===== src/rtl/adder_arbiter_pkg.sv =====
// Shared definitions for the arbitrated 4-bit adder: operand width, requester
// IDs, result-register state and the packed result word.
package adder_arbiter_pkg;

    localparam int ADD_W = 4;

    typedef enum logic {
        REQ_ID_0 = 1'b0,
        REQ_ID_1 = 1'b1
    } req_id_e;

    typedef enum logic {
        ST_EMPTY = 1'b0,
        ST_FULL  = 1'b1
    } state_e;

    typedef struct packed {
        logic             carry;
        logic [ADD_W-1:0] sum;
        req_id_e          id;
    } result_t;

    function automatic req_id_e other_id(input req_id_e id);
        return (id == REQ_ID_0) ? REQ_ID_1 : REQ_ID_0;
    endfunction

endpackage


===== src/rtl/adder_arbiter_adder_4bit.sv =====
// Shared 4-bit adder, no carry-in; carry-out is bit 4 of the zero-extended sum.
// Latency 0 (pure combinational); no flow control.
module adder_4bit
    import adder_arbiter_pkg::*;
(
    input  logic [ADD_W-1:0] i_a,
    input  logic [ADD_W-1:0] i_b,
    output logic [ADD_W-1:0] o_sum,
    output logic             o_carry
);

    logic [ADD_W:0] w_full_sum;

    assign w_full_sum = {1'b0, i_a} + {1'b0, i_b};
    assign o_sum      = w_full_sum[ADD_W-1:0];
    assign o_carry    = w_full_sum[ADD_W];

endmodule


===== src/rtl/adder_arbiter.sv =====
// Two requesters share one adder through a round-robin arbiter into a single-entry result register.
// Latency 1 cycle, throughput 1/cycle; grants only when the result slot is empty or draining this cycle.
module adder_arbiter
    import adder_arbiter_pkg::*;
(
    input  logic             clk,
    input  logic             rst,
    input  logic             req0_valid,
    input  logic [ADD_W-1:0] req0_a,
    input  logic [ADD_W-1:0] req0_b,
    output logic             req0_ready,
    input  logic             req1_valid,
    input  logic [ADD_W-1:0] req1_a,
    input  logic [ADD_W-1:0] req1_b,
    output logic             req1_ready,
    output logic             res_valid,
    input  logic             res_ready,
    output logic [ADD_W-1:0] res_sum,
    output logic             res_carry,
    output logic             res_id
);

    state_e           r_state;
    state_e           w_state_nxt;
    req_id_e          r_ptr;
    req_id_e          w_ptr_nxt;
    result_t          r_res;

    logic             w_can_grant;
    logic             w_gnt0;
    logic             w_gnt1;
    logic             w_gnt;
    req_id_e          w_gnt_id;
    logic [ADD_W-1:0] w_op_a;
    logic [ADD_W-1:0] w_op_b;
    logic [ADD_W-1:0] w_sum;
    logic             w_carry;

    always_ff @(posedge clk) begin
        if (rst) begin
            r_state <= ST_EMPTY;
            r_ptr   <= REQ_ID_0;
        end else begin
            r_state <= w_state_nxt;
            r_ptr   <= w_ptr_nxt;
        end
    end

    // Reset masks every grant so nothing is accepted in a reset cycle.
    always_comb begin
        w_state_nxt = r_state;
        w_ptr_nxt   = r_ptr;
        w_can_grant = 1'b0;
        w_gnt0      = 1'b0;
        w_gnt1      = 1'b0;
        if (!rst) begin
            w_can_grant = (r_state == ST_EMPTY) || res_ready;
            w_gnt0 = w_can_grant && req0_valid && (!req1_valid || (r_ptr == REQ_ID_0));
            w_gnt1 = w_can_grant && req1_valid && (!req0_valid || (r_ptr == REQ_ID_1));
        end
        if (w_gnt0 || w_gnt1) begin
            w_state_nxt = ST_FULL;
            w_ptr_nxt   = other_id(w_gnt1 ? REQ_ID_1 : REQ_ID_0);
        end else if ((r_state == ST_FULL) && res_ready) begin
            w_state_nxt = ST_EMPTY;
        end
    end

    assign w_gnt    = w_gnt0 || w_gnt1;
    assign w_gnt_id = w_gnt1 ? REQ_ID_1 : REQ_ID_0;
    assign w_op_a   = w_gnt1 ? req1_a : req0_a;
    assign w_op_b   = w_gnt1 ? req1_b : req0_b;

    adder_4bit u_adder (
        .i_a     (w_op_a),
        .i_b     (w_op_b),
        .o_sum   (w_sum),
        .o_carry (w_carry)
    );

    // Result only loads on a grant, so it holds steady under backpressure.
    always_ff @(posedge clk) begin
        if (rst) begin
            r_res <= '0;
        end else if (w_gnt) begin
            r_res.carry <= w_carry;
            r_res.sum   <= w_sum;
            r_res.id    <= w_gnt_id;
        end
    end

    assign req0_ready = w_gnt0;
    assign req1_ready = w_gnt1;
    assign res_valid  = (r_state == ST_FULL);
    assign res_sum    = r_res.sum;
    assign res_carry  = r_res.carry;
    assign res_id     = r_res.id;

endmodule


===== config.mk =====
export PLATFORM = sky130hd
export DESIGN_NAME = adder_arbiter
export DESIGN_NICKNAME = d
export VERILOG_FILES = /design/src/rtl/adder_arbiter_pkg.sv /design/src/rtl/adder_arbiter_adder_4bit.sv /design/src/rtl/adder_arbiter.sv
export SDC_FILE = /design/constraint.sdc
export NUM_CORES = 1
export LEC_CHECK = 0
export BUFFER_PORTS_ARGS = -buffer_cell sky130_fd_sc_hd__buf_2
export CORE_UTILIZATION = 40
export DETAILED_ROUTE_END_ITERATION = 8
export PLACE_DENSITY = 0.74
export SLEW_MARGIN = 20
export SYNTH_ARGS = -nofsm -noshare
export SYNTH_HDL_FRONTEND = slang
export SYNTH_SLANG_ARGS = --single-unit

===== constraint.sdc =====
create_clock -name clk -period 2 [get_ports clk]
set_input_delay 0.3 -clock clk [delete_from_list [all_inputs] [get_ports clk]]
set_output_delay 0.3 -clock clk [all_outputs]
set_load 0.1 [all_outputs]

==> results.md, run 1 <==
- Die Ht: 41.31 um
- Largest family of logic cells by synthesized area: compound AO/OA/AOI/OAI gates
- Mapped Area: 618.1 um2
- Worst hold path type: input pin to register
- Core area: 0.001366 mm2
- # setup viols final: 0
- TNS Setup: 0 ps
- Vias in the first global route: 616
- Critical path's largest stage delay: 430 ps
- P_int: 362.4 uW
- Hold WS: 396.9 ps
- Initial antenna violation count: 0
- DRC viols: 0
- Final #Nets: 131
- Hold Path Depth: 3
- Io pins: 30
- Power Total: 632.2 uW
- Area contributors post-synth: dfxtp_1, mux2_4, ha_1
- Clock power share: 22.3%
- Leak Pwr: 0.0004482 uW
- Met2 WL: 860 um
- I/O Buffers: 29
- Post-synthesis compound-gate area fraction: 21.86%
- Final Max Tran Viols: 0
- Count of final hold-check violations: 0
- Worst setup margin: 40.44 ps
- Layout area overhead: 57.08%
- Worst path buffer plus inverter count: 1
- Die width: 41.31 um
- RSZ-0062 raised after global routing: true
- Required @ worst endpoint: 2170 ps
- Clk_lat worst skew: 260 ps
- Highest routed layer: met4
- Final period util: 97.98%
- Avg Inst Size Synth: 9.969 um2
- CP max stage cell: fa_2
- Root buffer cell: clkbuf_4
- CTS buffer count: 3
- Longest Clk Path Bufs: 2
- Synth Area in Simple Gates: 11.94%
- Vias per cell: 5.899
- Post-Synthesis Cells: 62
- Clock skew: 9.161 ps
- Startpoint types: register
- Met1 WL: 684 um
- Total GRT Usage: 22.04%
- Sw Share: 42.67%
- Adder-Cell Fraction of Synth Area: 11.34%
- Synth Area in XOR/XNOR: 1.417%
- Post-layout util: 71.06%
- FP Rows: 13
- Syn_nets: 88
- Sequential area share after synthesis: 25.91%
- Worst hold start: rst
- Crit Path Max Fanout: 5
- # diodes: 0
- Initial core utilization: 45.24%
- Pre-CTS WS: -84.99 ps
- Hold endpoint: res_valid
- Top delay family on crit path: adder cells
- Worst-margin pin slew: 486.3 ps
- Crit end category: register
- Pwr dens: 651.1 mW/mm2
- Fill cell count: 104
- Register share of total power: 28.9%
- WL met3: 111 um
- Post-synth EDFFs: 0
- CTS Sinks: 8
- Mux share of post-synthesis cell area: 20.85%
- Post-synth top area share: 25.91%
- Fmax: 510.3 MHz
- Initial drt markers: 14
- Status: completed
- H-tree Lvls: 1
- Crit path kind: register to register
- Die area: 0.001707 mm2
- Worst slew margin: 67.81%
- Clk slew on worst S/H paths: 70 ps
- Worst Path Arrival: 2130 ps
- Largest net degree at the start of global routing: 11
- Most common cell in the netlist: dfxtp_1
- RR Startpoint: res_valid
- Flops & latches, synth: 8
- Ys async rst share: 0%
- Max_cap viols: 0
- Unique masters post-synth: 31
- WL final: 1.679 mm
- Hold buffer count at cts: 0
- Worst r2r dst: res_sum[1]
- Top FF cell, synth: dfxtp_1
- Fraction of layout cells with a size suffix above 1: 57.69%
- Tmin final: 1960 ps
- CTS tree: done
- CP Cell Sequence: nand2b_4, o2111a_4, mux2_4, ha_4, inv_2, fa_2, a211oi_2
- Routability cong.: 0.7143
- Cell taking the most area after synthesis: dfxtp_1
- Reg2Reg Depth: 7
- Overflow after GRT: 0
- Routed Antenna Nets: 0
- Combinational power share: 48.8%
- Post-synth top cells: dfxtp_1, mux2_4, a21oi_1, ha_1
- WL/cell: 14.11 um
- DR vias: 702
- Global-route wire length before repair: 2.449 mm
- Psw: 269.8 uW
- First-pass DRT Iterations: 4
- Reg-to-reg slack, setup: 40 ps
- Worst VDD drop: 0.3316 mV
- Yosys Warn Count: 0
- Hpwl dp: 1.247 mm
==> kinds of logic after synthesis <==
logic type	Yosys count
fa+ha+maj	5
buf+inv	7
mux	10
compound gates	18
simple gates	13
xor+xnor	1
flops	8
==> worst max-delay path by stage <==
stage	start	to	slack, ps	cells past startpoint
after floorplan	res_valid	res_sum[1]	-300	9
after global placement	res_ready	res_sum[3]	-40	8
after detailed placement	res_ready	res_sum[3]	-80	8
after CTS	res_valid	res_sum[1]	10	7
after global routing	res_valid	res_sum[1]	-40	7
final	res_valid	res_sum[1]	40	7
==> metal layers <==
metal | GRT usage, % | vias to the layer above
li1 | - | 326
met1 | 21.54 | 324
met2 | 44.14 | 46
met3 | 3.723 | 6
met4 | 9.677 | 0
met5 | 0 | -
==> flip-flops by register name, indices dropped and copies added, names as in the netlist <==
name	flops
res_valid	1
res_sum	4
res_carry	1
res_id	1
r_ptr	1
==> cells in the final DEF (no fill, tap or decap), types with 3 or more instances in the layout <==
cell,netlist,final
buf_2,0,27
buf_4,0,11
dfxtp_1,8,7
mux2_4,5,5
a21oi_1,4,4
mux2_1,3,3
a31oi_1,3,3
o31ai_1,3,3
clkbuf_4,0,3
==> repair_timing <==
item / CTS / global route
setup endpoints to repair: 0 / 4
resized for setup: 0 / 1
buffers inserted: 0 / 1
==> per-stage QoR <==
stage,instances,cell area (um2)
3_3_place_gp,113,917.1
3_5_place_dp,113,917.1
4_1_cts,117,943.4
5_1_grt,119,970.9
2_1_floorplan,62,683.2
6_report,119,970.9
==> power groups by stage <==
stage	sequential, uW	combinational (uW)	clock [uW]
final	183	309	141
after global routing	184	327	151
after CTS	181	301	141
after detailed placement	185	300	0
after global placement	184	294	0
after floorplan	281	127	0
==> layout make-up <==
type | count | area [um2] | area share (%)
multi-input cells | 48 | 489.2 | 50.39
well taps | 15 | 18.77 | 1.933
clock buffers | 4 | 26.28 | 2.706
repair buffers | 40 | 257.7 | 26.55
flip-flops and latches | 8 | 163.9 | 16.88
inverters | 4 | 15.01 | 1.546
==> worst register-to-register path: cells and delay by family (launching register included) <==
family,cells,cell delay [ps]
compound gates,2,460
flops,1,350
fa+ha+maj,2,600
mux,1,320
buf+inv,1,50
simple gates,1,70
Note: power is estimated with default switching activity, not from simulation.
==> run 2: changes to the inputs <==
- ABC_AREA: default -> 1
- CORE_UTILIZATION: 40 -> 39
- PLACE_DENSITY: 0.74 -> 0.72
==> results.md, run 2 <==
- Power Total: 647.3 uW (+2.4%)
- Final Max Tran Viols: 0 (unchanged)
- Longest Clk Path Bufs: 2 (unchanged)
- Core area: 0.001383 mm2 (+1.2%)
- Final #Nets: 164 (+25%)
- Commonest non-fill, non-tap cells in the layout: nand2_1, buf_2, inv_1, nor2_1
- Layout Cells excl Fill: 152 (+28%)
- Layout area overhead: 45.47%
- Combinational power share: 50.4% (+1.6 points)
- Io pins: 30 (unchanged)
- Initial core utilization: 43.98% (-1.3 points)
- Post-synth top area share: 26.34% (+0.43 points)
- Crit path kind: register to register
- Die width: 41.49 um (+0.42%)
- Max_cap viols: 0 (unchanged)
- Die Ht: 41.49 um (+0.42%)
- Initial drt markers: 7 (-7)
- Startpoint types: register
- Hold buffer count at cts: 0 (unchanged)
- Leak Pwr: 0.0005219 uW (+16%)
- Ys async rst share: 0% (unchanged)
- Register area: 163.9 um2 (unchanged)
- Final period util: 93.81% (-4.2 points)
- TNS Setup: 0 ps (unchanged)
- CTS tree: done
- Clock power share: 20.9% (-1.4 points)
- FP Rows: 13 (unchanged)
- Root buffer cell: clkbuf_4
- Routed Antenna Nets: 0 (unchanged)
- Clock skew: 11.32 ps (+2.163 ps)
- Post-synth top cells: nand2_1, inv_1, nor2_1
- Critical path's largest stage delay: 500 ps (+70 ps)
- Clk slew on worst S/H paths: 60 ps (about the same)
- Avg Inst Size Synth: 6.205 um2 (-38%)
- Fraction of layout cells with a size suffix above 1: 36.50% (-21 points)
- Required @ worst endpoint: 2160 ps (about the same)
- Worst-margin pin slew: 486.0 ps (-0.2142 ps)
- Reg-to-reg slack, setup: 120 ps (+80 ps)
- Top FF cell, synth: dfxtp_1
- Syn_nets: 124 (+41%)
- Crit Path Max Fanout: 8 (+3)
- Multi-input logic area: 399.1 um2 (-18%)
- Post-Synthesis Cells: 98 (+58%)
- Worst VDD drop: 0.5023 mV (+51%)
- Status: completed
- Overflow after GRT: 0 (unchanged)
- Psw: 293.8 uW (+8.9%)
- Pwr dens: 731.7 mW/mm2 (+12%)
- Initial antenna violation count: 0 (unchanged)
- Global-route wire length before repair: 2.449 mm (unchanged)
- Yosys Warn Count: 0 (unchanged)
- Sw Share: 45.39% (+2.7 points)
- I/O Buffers: 29 (unchanged)
- First-pass DRT Iterations: 6 (+2)
- Mapped Area: 608.1 um2 (-1.6%)
- Most common cell in the netlist: nand2_1
- Fmax: 533.0 MHz (+4.4%)
- Design area: 884.6 um2 (-8.9%)
- # diodes: 0 (unchanged)
- Largest register FFs: 4 (unchanged)
- CTS Sinks: 8 (unchanged)
- Register share of total power: 28.7% (-0.2 points)
- Clk_lat worst skew: 260 ps (about the same)
- Count of final hold-check violations: 0 (unchanged)
- Tmin final: 1876 ps (-83.29 ps)
- Cell taking the most area after synthesis: dfxtp_1
- Most common cell after layout, fill and taps aside: nand2_1
- # setup viols final: 0 (unchanged)
- Post-synth EDFFs: 0 (unchanged)
- Vias per cell: 4.691 (-20%)
- WL final: 1.385 mm (-18%)
- Placed Cells: 144 (+27%)
- Unique masters post-synth: 17 (-45%)
- Worst hold path type: input pin to register
- Sequential area share after synthesis: 26.34% (+0.43 points)
- Hpwl dp: 1.085 mm (-13%)
- Routability cong.: 0.7976 (+12%)
- CTS buffer count: 3 (unchanged)
- Largest net degree at the start of global routing: 10 (-1)
- DR vias: 713 (+1.6%)
- Flops & latches, synth: 8 (unchanged)
- CP max stage cell: fa_2
- Area post-placement: 825.8 um2 (-10%)
- P_int: 353.5 uW (-2.5%)
- Die area: 0.001721 mm2 (+0.85%)
- Worst Path Arrival: 2040 ps (-90 ps)
- Fill cell count: 136 (+31%)
- Worst slew margin: 67.82% (about the same)
- CP Cell Sequence: a21oi_4, nand2_4, clkinvlp_4, nand2_1, nand2_1, ha_2, inv_2, fa_2, inv_1, nor2_1, nor2_1
- Vias in the first global route: 616 (unchanged)
- WL/cell: 9.112 um (-35%)
- H-tree Lvls: 1 (unchanged)
- Total GRT Usage: 17.84% (-4.2 points)
- Crit end category: register
- Area contributors post-synth: dfxtp_1, nand2_1, inv_1
- DRC viols: 0 (unchanged)
==> run 2: cell types whose count changed in the layout (fill, tap and decap cells not counted), sizes merged, moves of 4 or more <==
cell	previous run	this run
buf	40	36
inv	4	15
mux2	8	0
nand2	1	38
nand3	2	6
nor2	1	12
==> run 2: final timing paths <==
path | depth (start not counted) | to | from
min reg2reg | 2 | res_id | res_id
min | 2 | res_valid | rst
max | 11 | res_sum[1] | res_valid
max reg2reg | 11 | res_sum[1] | res_valid
==> run 2: area by class of cell <==
cell class | count | share of cell area (%)
Sequential cell | 8 | 18.53
Inverter | 16 | 7.214
Clock buffer | 4 | 2.970
Tap cell | 15 | 2.122
Multi-Input combinational cell | 73 | 45.12
Timing Repair Buffer | 36 | 24.05
==> run 2: cell families after synthesis <==
family | synth area share (%)
flip-flops | 26.34
AO/OA/AOI/OAI | 9.259
buffers and inverters | 11.73
XOR/XNOR | 1.441
AND/OR/NAND/NOR | 39.71
adder cells (fa/ha/maj) | 11.52
==> run 2: repair_timing <==
action	in CTS	in global routing
endpoints found under the setup margin	0	2
resized for setup	0	1
setup buffers	0	4
==> run 2: per-layer routing <==
layer / track usage, % / share of wire, % / up-vias
li1: - / - / 375
met1: 22.67 / 48 / 320
met2: 29.69 / 48 / 16
met3: 6.522 / 4.2 / 2
met4: 1.935 / 0.43 / 0
met5: 0 / 0 / -
==> run 2: power by group through the flow <==
stage / Sequential (uW) / Combinational, uW / Clock [uW]
floorplan: 298 / 143 / 0
global placement: 188 / 315 / 0
detailed placement: 188 / 318 / 0
CTS: 185 / 320 / 140
global route: 187 / 356 / 149
finish: 186 / 326 / 135
==> run 2: through the flow <==
| step | utilization, % | hold WS (ps) | worst slack [ps] |
|---|---|---|---|
| global placement | 59.73 | 457.5 | 53.23 |
| floorplan | - | 359.4 | -348.0 |
| CTS | 61.63 | 253.9 | 121.1 |
| global route | 63.98 | 250.2 | -1.422 |
| detailed placement | 59.73 | 462.4 | -5.939 |
| finish | 63.98 | 258.5 | 123.7 |
==> run 2: worst max-delay path, delay by kind of cell (launching register included) <==
| family | cells | cell delay, ps |
|---|---|---|
| AOI/OAI and AO/OA | 1 | 190 |
| adders and majority gates | 2 | 680 |
| buffers and inverters | 3 | 190 |
| DFF | 1 | 360 |
| and+or+nand+nor | 5 | 360 |
==> run 3: changes to the inputs <==
--- a/config.mk
+++ b/config.mk
@@ -9,2 +9,3 @@
 export BUFFER_PORTS_ARGS = -buffer_cell sky130_fd_sc_hd__buf_2
+export CORE_ASPECT_RATIO = 0.9
 export CORE_UTILIZATION = 39
==> constraint.sdc (replaced) <==
create_clock -name clk -period 2 [get_ports clk]
set_input_delay 0.1 -clock clk [delete_from_list [all_inputs] [get_ports clk]]
set_output_delay 0.1 -clock clk [all_outputs]
set_load 0.1 [all_outputs]
==> results.md, run 3 (same netlist as run 2, synthesis figures left out) <==
- I/O Buffers: 29 (unchanged)
- DRC viols: 1 (+1)
- Largest register FFs: 4 (unchanged)
- Hold WS: 59.88 ps (-198.6 ps)
- Clk slew on worst S/H paths: 60 ps (about the same)
- Crit path kind: register to register
- WL/cell: 9.533 um (+4.6%)
- Top cell by count, worst path: nand2_1
- Worst hold path type: input pin to register
- Worst r2r dst: res_sum[3]
- Fill cell count: 148 (+8.8%)
- Initial core utilization: 42.01% (-2.0 points)
- Io pins: 30 (unchanged)
- Power Total: 644.3 uW (-0.46%)
- Most common cell after layout, fill and taps aside: nand2_1
- H-tree Lvls: 1 (unchanged)
- Routability cong.: 0.8139 (+2.0%)
- Max_cap viols: 0 (unchanged)
- Global-route wire length before repair: 2.125 mm (-13%)
- Required @ worst endpoint: 2140 ps (-20 ps)
- Worst VDD drop: 0.4355 mV (-13%)
- Leak Pwr: 0.0005157 uW (-1.2%)
- Final Max Tran Viols: 0 (unchanged)
- Violated checks: design-rule violations
- # setup viols final: 0 (unchanged)
- Die Ht: 39.46 um (-4.9%)
- DR vias: 717 (+0.56%)
- Crit Path Max Fanout: 5 (-3)
- Worst-margin pin slew: 489.5 ps (+3.452 ps)
- Die area: 0.001721 mm2 (about the same)
- Die width: 43.62 um (+5.1%)
- Crit end category: register
- Status: finished with violations
- Core area: 0.001448 mm2 (+4.7%)
- WL final: 1.449 mm (+4.6%)
- Reg-to-reg slack, setup: 90 ps (-40 ps)
- Total GRT Usage: 17.03% (-0.81 points)
- Worst hold start: rst
- # diodes: 0 (unchanged)
- Overflow after GRT: 0 (unchanged)
- Final period util: 95.69% (+1.9 points)
- Root buffer cell: clkbuf_4
- Worst path buffer plus inverter count: 2 (-1)
- Tmin final: 1914 ps (+37.51 ps)
- Hpwl dp: 1.162 mm (+7.0%)
- Placed Cells: 142 (-1.4%)
- Fraction of layout cells with a size suffix above 1: 37.96% (+1.5 points)
- Reg2Reg Depth: 13 (+2)
- Initial drt markers: 16 (+9)
- First-pass DRT Iterations: 6 (unchanged)
- CTS tree: done
- Layout area overhead: 43.42%
- Vias in the first global route: 588 (-4.5%)
- Initial antenna violation count: 0 (unchanged)
- CTS buffer count: 3 (unchanged)
- Clk_lat worst skew: 260 ps (about the same)
- Vias per cell: 4.717 (+0.56%)
- Pwr dens: 738.8 mW/mm2 (+0.97%)
- Post-layout util: 60.24% (-3.7 points)
- FP Rows: 13 (unchanged)
- Startpoint types: register
- Worst Path Arrival: 2050 ps (about the same)
- Commonest non-fill, non-tap cells in the layout: nand2_1, buf_2, inv_1, nor2_1
- CTS Sinks: 8 (unchanged)
- Count of final hold-check violations: 0 (unchanged)
- Largest net degree at the start of global routing: 13 (+3)
- Final #Nets: 164 (unchanged)
- Top delay family on crit path: simple AND/OR/NAND/NOR gates
- Critical path's largest stage delay: 330 ps (-170 ps)
- CP Cell Sequence: nand2_1, nand2_2, nand2_4, clkinvlp_4, buf_4, nand2_1, nand2_2, ha_4, or2_4, nand3b_1, nand2_1, nor2_1, nor2_1
- Fmax: 522.5 MHz (-2.0%)
- Longest Clk Path Bufs: 2 (unchanged)
- Hold Path Depth: 2 (unchanged)
- Layout Cells excl Fill: 152 (unchanged)
- Clock skew: 12.99 ps (+1.668 ps)
- Hold endpoint: res_valid
- Worst slew margin: 67.59% (-0.23 points)
- RR Startpoint: r_ptr
- Hold buffer count at cts: 0 (unchanged)
- CP max stage cell: dfxtp_2
- Routed Antenna Nets: 0 (unchanged)
==> run 3: cell type report <==
cell class / instances / area (um2) / share of cell area (%)
inverters: 16 / 63.81 / 7.317
flip-flops and latches: 8 / 165.2 / 18.94
clock buffers: 4 / 26.28 / 3.013
multi-input cells: 74 / 407.9 / 46.77
repair buffers: 35 / 190.2 / 21.81
well taps: 15 / 18.77 / 2.152
==> run 3: what timing repair did <==
item / 4_1_cts / 5_1_grt
buffers inserted: 0 / 5
setup endpoints to repair: 0 / 3
gates resized for setup: 0 / 5
==> run 3: worst max-delay path by stage <==
stage / startpoint / end / slack [ps] / cells after the start
after floorplan: res_valid / res_sum[3] / -350 / 11
after global placement: res_valid / res_sum[2] / 150 / 11
after detailed placement: res_valid / res_sum[2] / 70 / 8
after CTS: res_valid / res_sum[2] / 60 / 8
after global routing: r_ptr / res_sum[3] / -20 / 13
final: r_ptr / res_sum[3] / 90 / 13
==> run 3: per-layer routing <==
layer,up-vias,part of all wire (%),track usage (%)
met5,-,0,0
met4,0,0,2.344
met3,0,5.6,5.991
met2,18,50,31.72
met1,322,44,19.13
li1,377,-,-
==> run 3: where the power goes <==
part	total [uW]	switching [uW]	internal, uW
clock	134	57.5	76.5
sequential	185	8.46	177
combinational	325	229	96.7
==> run 3: per-stage QoR <==
stage | area [um2] | setup TNS (ps) | setup WS, ps
2_1_floorplan | 635.6 | -1187 | -348.0
3_3_place_gp | 795.8 | 0 | 146.5
3_5_place_dp | 795.8 | 0 | 73.39
4_1_cts | 822.0 | 0 | 56.79
5_1_grt | 872.1 | -16.22 | -16.22
6_report | 872.1 | 0 | 86.22
